==> src/rtl/reg_bank_reader_if.sv <==
// rtl/reg_bank_reader_if.sv - request, bank-strobe and result handshake signals of the register bank reader
interface reg_bank_reader_if #(
  parameter int WIDTH     = 8,
  parameter int NUM_WORDS = 4,
  parameter int ADDR_W    = 2
) ();
  logic                 start;
  logic [ADDR_W-1:0]    addr;
  logic [WIDTH-1:0]     bus_in;
  logic [NUM_WORDS-1:0] word_sel;
  logic                 cell_load;
  logic                 cell_en;
  logic                 busy;
  logic [WIDTH-1:0]     data_out;
  logic                 valid;
  logic                 ready;
  logic                 err;

  modport master (
    output start, addr, bus_in, ready,
    input  word_sel, cell_load, cell_en, busy, data_out, valid, err
  );

  modport slave (
    input  start, addr, bus_in, ready,
    output word_sel, cell_load, cell_en, busy, data_out, valid, err
  );
endinterface

==> src/rtl/reg_bank_reader.sv <==
// rtl/reg_bank_reader.sv - strobes one word of the cell bank, double-samples the read bus, returns the word
module reg_bank_reader #(
  parameter int WIDTH     = 8,
  parameter int NUM_WORDS = 4,
  parameter int ADDR_W    = 2,
  parameter int MAX_RETRY = 3
) (
  input  logic             Clk,
  input  logic             Clear,
  reg_bank_reader_if.slave rb
);
  localparam int RW = (MAX_RETRY < 1) ? 1 : $clog2(MAX_RETRY + 1);
  localparam logic [ADDR_W:0] NW_C = (ADDR_W+1)'(NUM_WORDS);

  typedef enum logic [2:0] {IDLE, SELECT, SAMPLE1, SAMPLE2, DONE} state_t;

  state_t               state, state_nx;
  logic [ADDR_W-1:0]    addr_q;
  logic [RW-1:0]        retry_q;
  logic [WIDTH-1:0]     s1_q;
  logic [WIDTH-1:0]     data_q;
  logic                 err_q;
  logic                 valid_q;
  logic [NUM_WORDS-1:0] sel_q;
  logic                 load_q;
  logic                 en_q;
  logic                 addr_ok;
  logic                 mismatch;
  logic                 retry_max;
  logic                 reading;

  assign addr_ok   = {1'b0, rb.addr} < NW_C;
  assign mismatch  = rb.bus_in != s1_q;
  assign retry_max = retry_q == RW'(MAX_RETRY);
  assign reading   = (state == SELECT) || (state == SAMPLE1) || (state == SAMPLE2);

  always_comb begin
    state_nx = state;
    case (state)
      IDLE:    if (rb.start) state_nx = addr_ok ? SELECT : DONE;
      SELECT:  state_nx = SAMPLE1;
      SAMPLE1: state_nx = SAMPLE2;
      SAMPLE2: state_nx = (!mismatch || retry_max) ? DONE : SELECT;
      DONE:    if (valid_q && rb.ready) state_nx = IDLE;
      default: state_nx = IDLE;
    endcase
  end

  // Strobes and valid are registered from the current state, so the bank sees
  // them one cycle after the state change and the bus is sampled while they are up.
  always_ff @(posedge Clk) begin
    if (Clear) begin
      state   <= IDLE;
      addr_q  <= '0;
      retry_q <= '0;
      s1_q    <= '0;
      data_q  <= '0;
      err_q   <= 1'b0;
      valid_q <= 1'b0;
      sel_q   <= '0;
      load_q  <= 1'b0;
      en_q    <= 1'b0;
    end else begin
      state <= state_nx;
      case (state)
        IDLE: begin
          if (rb.start) begin
            addr_q  <= rb.addr;
            retry_q <= '0;
            err_q   <= !addr_ok;
            if (!addr_ok) data_q <= '0;
          end
        end
        SAMPLE1: s1_q <= rb.bus_in;
        SAMPLE2: begin
          if (!mismatch || retry_max) begin
            data_q <= rb.bus_in;
            err_q  <= mismatch;
          end else begin
            retry_q <= retry_q + 1'b1;
          end
        end
        default: ;
      endcase
      sel_q   <= reading ? (NUM_WORDS'(1) << addr_q) : '0;
      load_q  <= state == SELECT;
      en_q    <= reading;
      valid_q <= (state == DONE) && !(valid_q && rb.ready);
    end
  end

  assign rb.word_sel  = sel_q;
  assign rb.cell_load = load_q;
  assign rb.cell_en   = en_q;
  assign rb.busy      = state != IDLE;
  assign rb.data_out  = data_q;
  assign rb.valid     = valid_q;
  assign rb.err       = valid_q & err_q;
endmodule

==> src/flat_wrapper.sv <==
// flat-port wrapper written by rule: the top's interface ports become plain ports
module reg_bank_reader_flat 
#(
  parameter int WIDTH     = 8,
  parameter int NUM_WORDS = 4,
  parameter int ADDR_W    = 2,
  parameter int MAX_RETRY = 3
)
  (Clk, Clear, rb_start, rb_addr, rb_bus_in, rb_ready, rb_word_sel, rb_cell_load, rb_cell_en, rb_busy, rb_data_out, rb_valid, rb_err);
  reg_bank_reader_if #(.WIDTH(WIDTH), .NUM_WORDS(NUM_WORDS), .ADDR_W(ADDR_W)) rb_i ();
  input  logic Clk;
  input  logic Clear;
  input wire logic [$bits(rb_i.start)-1:0] rb_start;
  input wire logic [$bits(rb_i.addr)-1:0] rb_addr;
  input wire logic [$bits(rb_i.bus_in)-1:0] rb_bus_in;
  input wire logic [$bits(rb_i.ready)-1:0] rb_ready;
  output wire logic [$bits(rb_i.word_sel)-1:0] rb_word_sel;
  output wire logic [$bits(rb_i.cell_load)-1:0] rb_cell_load;
  output wire logic [$bits(rb_i.cell_en)-1:0] rb_cell_en;
  output wire logic [$bits(rb_i.busy)-1:0] rb_busy;
  output wire logic [$bits(rb_i.data_out)-1:0] rb_data_out;
  output wire logic [$bits(rb_i.valid)-1:0] rb_valid;
  output wire logic [$bits(rb_i.err)-1:0] rb_err;
  assign rb_i.start = rb_start;
  assign rb_i.addr = rb_addr;
  assign rb_i.bus_in = rb_bus_in;
  assign rb_i.ready = rb_ready;
  assign rb_word_sel = rb_i.word_sel;
  assign rb_cell_load = rb_i.cell_load;
  assign rb_cell_en = rb_i.cell_en;
  assign rb_busy = rb_i.busy;
  assign rb_data_out = rb_i.data_out;
  assign rb_valid = rb_i.valid;
  assign rb_err = rb_i.err;
  reg_bank_reader #(.WIDTH(WIDTH), .NUM_WORDS(NUM_WORDS), .ADDR_W(ADDR_W), .MAX_RETRY(MAX_RETRY)) u_core (.Clk(Clk), .Clear(Clear), .rb(rb_i));
endmodule
==> config.mk <==
export PLATFORM = sky130hd
export DESIGN_NAME = reg_bank_reader_flat
export DESIGN_NICKNAME = d
export VERILOG_FILES = /design/src/rtl/reg_bank_reader_if.sv /design/src/rtl/reg_bank_reader.sv /design/src/flat_wrapper.sv
export SDC_FILE = /design/constraint.sdc
export NUM_CORES = 1
export LEC_CHECK = 0
export CORE_ASPECT_RATIO = 0.7
export CORE_MARGIN = 3
export CORE_UTILIZATION = 50
export DETAILED_ROUTE_END_ITERATION = 16
export GPL_TIMING_DRIVEN = 0
export PLACE_DENSITY = 0.87
export SLEW_MARGIN = 20
export SYNTH_ARGS = -nofsm -noshare
export SYNTH_HDL_FRONTEND = slang
export SYNTH_SLANG_ARGS = --single-unit
==> constraint.sdc <==
create_clock -name Clk -period 2.3 [get_ports Clk]
set_clock_uncertainty 0.05 [all_clocks]
set_input_delay 0.23 -clock Clk [delete_from_list [all_inputs] [get_ports Clk]]
set_output_delay 0.23 -clock Clk [all_outputs]
set_load 0.02 [all_outputs]
==> flow_metrics.py <==
metrics = {
    "cells_and_area": {
        "postLayoutCellArea_mm2": 0.001939,
        "n_fill_cell": 181,
        "fin_cells": 236,
        "antenna_cells": 0,
        "fin_util_pct": 73.81,
        "nNetsFinal": 216,
        "area.growth.synth_to_final_pct": 31.02,
        "drive_gt1_share_pct": 6.436,
    },
    "logic_synthesis": {
        "synth.distinct_cells": 33,
        "async_flop_share_pct": 0,
        "synth_xor_xnor_area_share_pct": 5.325,
        "synthCells": 165,
        "synth_compound_area_share_pct": 11.83,
        "synthFlopType": "dfxtp_1",
        "synth.ff_latch_count": 31,
        "yosysWarnings": 0,
        "synth_nets": 180,
        "synth_top_family_by_area": "simple AND/OR/NAND/NOR gates",
        "synth.avg_cell_area_um2": 8.971,
        "muxShareOfSynthArea_pct": 8.199,
        "synth_area_mm2": 0.001480,
        "yosysSeqAreaShare_pct": 41.93,
        "synth-simple-area-share_pct": 28.15,
        "synth_fa_ha_area_share_pct": 0.8453,
        "synth-edff-count": 0,
    },
    "timing": {
        "finalCritPeriodShare_pct": 94.69,
        "fin_crit_ns": 2.178,
        "setup_viol": 0,
        "fin_ws_ns": 0.1221,
        "finalHoldViolations": 0,
        "grt_setup_unrepaired": "false",
        "fmaxAchievable_mhz": 459.2,
        "slew_viol_final": 0,
        "max_slew_margin_pct": 38.63,
        "worst_pin_slew_ns": 0.9129,
    },
    "setup_path": {
        "worstPathMaxFanout": 10,
        "crit_required_ns": 2.42,
        "crit_chain": "clkdlybuf4s50_1 -> xor2_1 -> nor4_2 -> a211oi_1 -> mux2_2",
        "cpPeakStageDelay_ns": 0.81,
        "cp-start-kind": "input port",
        "crit_path_top_delay_cell": "nor4_2",
        "crit_family": "simple AND/OR/NAND/NOR gates",
        "path_buf_inv": 1,
        "cp-end-kind": "register",
        "crit_type": "in -> reg",
        "arrival_ns": 2.30,
    },
    "floorplanning": {
        "coreArea_mm2": 0.002628,
        "dieArea_mm2": 0.003659,
        "die_y_um": 51.52,
        "io_pins": 31,
        "initial_utilization_pct": 56.33,
        "rows": 15,
        "die_w_um": 71.03,
    },
    "place": {
        "place.gp.congestion": 0.8859,
        "placed_area_mm2": 0.001813,
        "post-place-ws_ns": -0.1797,
        "dp_cells": 228,
        "port_buffers": 29,
        "post-dp-hpwl_um": 2569,
    },
    "outcome": {
        "status": "completed",
    },
    "global_routing": {
        "overflow": 0,
        "grt_pass1_vias": 1289,
        "grt_first_pass_wirelength_um": 5602,
        "antenna_found_initial": 0,
        "grt_util_all_layers_pct": 19.62,
        "grt_max_degree": 11,
    },
    "pwr": {
        "cellLeakagePower_nw": 0.7805,
        "swShare_pct": 25.63,
        "peakVddDrop_v": 0.0004812,
        "p_int_mw": 1.017,
        "power.share.clock_pct": 40.4,
        "switchingPower_uw": 350.4,
        "power_density_mw_per_mm2": 705.0,
        "p_seq_share_pct": 43.3,
        "pwr-share-comb_pct": 16.3,
    },
    "hold_path": {
        "hold_class": "reg -> reg",
    },
    "clock_network": {
        "clock_path_buffers": 2,
        "htreeDepth": 2,
        "cts.sinks": 31,
        "cts_root_buffer": "clkbuf_8",
        "postCtsSetupBuffers": 0,
        "cts_buffers": 5,
        "clkTransAtPathRegs_ns": 0.07,
        "cts_tree": "built",
        "clk_latency_ns": 0.28,
    },
    "route": {
        "routed_wl_um": 3488,
        "post_drt_via_cell_ratio": 5.661,
        "ant_nets": 0,
        "first_pass_iters": 6,
        "vias": 1336,
        "wire_per_inst_um": 14.78,
        "drc": 0,
        "drt_iter0_drc": 117,
    },
    "run": {
        "cap_violations": 0,
    },
}
-- kinds of logic after synthesis --
group           Yosys count
simple gates             75
flops                    31
compound gates           23
buf+inv                  14
mux                      12
xor+xnor                  9
fa+ha+maj                 1
-- layout by cell type (no fill, tap or decap) --
cell type        instances
and2_1                   1
nor2_1                  24
mux2i_1                 11
xor2_1                   8
and3b_1                  2
nor4_1                   1
a311oi_1                 1
a21o_1                   2
buf_1                    2
a22oi_1                  1
or3_1                    1
clkbuf_8                 6
inv_1                    1
a211o_1                  8
xnor2_1                  1
nand2_1                  2
nor3_1                   2
and3_1                   1
clkdlybuf4s50_1         29
nand3b_1                 4
ha_1                     1
clkinv_2                 1
a211oi_1                 1
nor2b_1                  8
clkbuf_1                 9
buf_2                    2
nand4_1                  8
bufinv_16                1
nand2b_1                 9
nor3b_1                  2
o221a_1                  1
a31oi_1                  8
nor4_4                   1
dfxtp_1                 31
mux2_2                   1
nand3_1                  8
nor4_2                   1
a21oi_1                  1
-- synth_stat cells (2+ instances only) --
master,count,area (µm²)
nor3b_1,2,15.01
nand2b_1,9,56.30
dfxtp_1,31,620.6
a211o_1,8,70.07
nor2_1,24,90.09
nand3_1,8,40.04
xor2_1,8,70.07
buf_1,2,7.510
clkbuf_1,9,33.78
nor3_1,2,10.01
nand4_1,8,50.05
nand2_1,2,7.510
and3b_1,2,17.52
buf_2,2,10.01
nand3b_1,4,30.03
a31oi_1,8,50.05
a21o_1,2,15.01
nor4_2,2,25.02
nor2b_1,8,50.05
mux2i_1,11,110.1
-- sequential cells by signal, summed over array words and instances (netlist names) --
name                 cells
u_core.rb.valid          1
u_core.rb.cell_load      1
u_core.err_q             1
u_core.rb.word_sel       4
u_core.addr_q            2
u_core.rb.cell_en        1
u_core.retry_q           2
u_core.s1_q              8
u_core.state             3
u_core.rb.data_out       8
-- timing repair --
item,CTS,global route
resized for setup,0,1
hold buffers,0,0
setup endpoints to repair,0,1
-- worst register-to-register path, cell delays in order (launching register included) --
cell      delay (ns)
dfxtp_1         0.32
xor2_1          0.16
nor4_2          0.81
a211oi_1        0.29
mux2_2          0.33
-- cell type report --
class | instances | area (µm²) | share of cell area, %
flip-flops and latches | 31 | 620.6 | 32.00
inverters | 1 | 3.754 | 0.1935
repair buffers | 29 | 290.3 | 14.97
well taps | 34 | 42.54 | 2.194
multi-input cells | 120 | 813.3 | 41.94
clock buffers | 6 | 82.58 | 4.258
plain buffers | 13 | 51.30 | 2.645
clock inverters | 2 | 35.03 | 1.806
-- stage by stage --
step | power (mW) | hold WS, ns | setup TNS, ns
floorplan | 0.7344 | 0.2838 | 0
global placement | 0.8056 | 0.4003 | -0.5160
CTS | 1.365 | 0.4245 | 0
finish | 1.367 | 0.4160 | 0
detailed placement | 0.8176 | 0.4171 | -1.004
global route | 1.419 | 0.4674 | 0
-- final timing paths --
path | from | slack [ns] | to | cells past startpoint
min | u_core.rb.valid | 0.42 | u_core.rb.valid | 1
max reg2reg | u_core.s1_q[6] | 0.22 | u_core.retry_q[0] | 4
max | rb_bus_in[6] | 0.12 | u_core.retry_q[0] | 5
min reg2reg | u_core.rb.valid | 0.42 | u_core.rb.valid | 1
-- metal layers --
metal	GRT usage (%)	routed length (µm)
met3	5.405	233
met5	0	0
met1	24.29	1539
met2	33.69	1703
met4	5.625	12
-- power groups by stage --
stage	registers [mW]	clock network, mW	logic [mW]
final	0.593	0.552	0.222
after global routing	0.594	0.586	0.239
after CTS	0.591	0.557	0.217
after detailed placement	0.603	0	0.215
after global placement	0.599	0	0.206
after floorplan	0.608	0	0.126
Note: power is estimated with default switching activity, not from simulation.
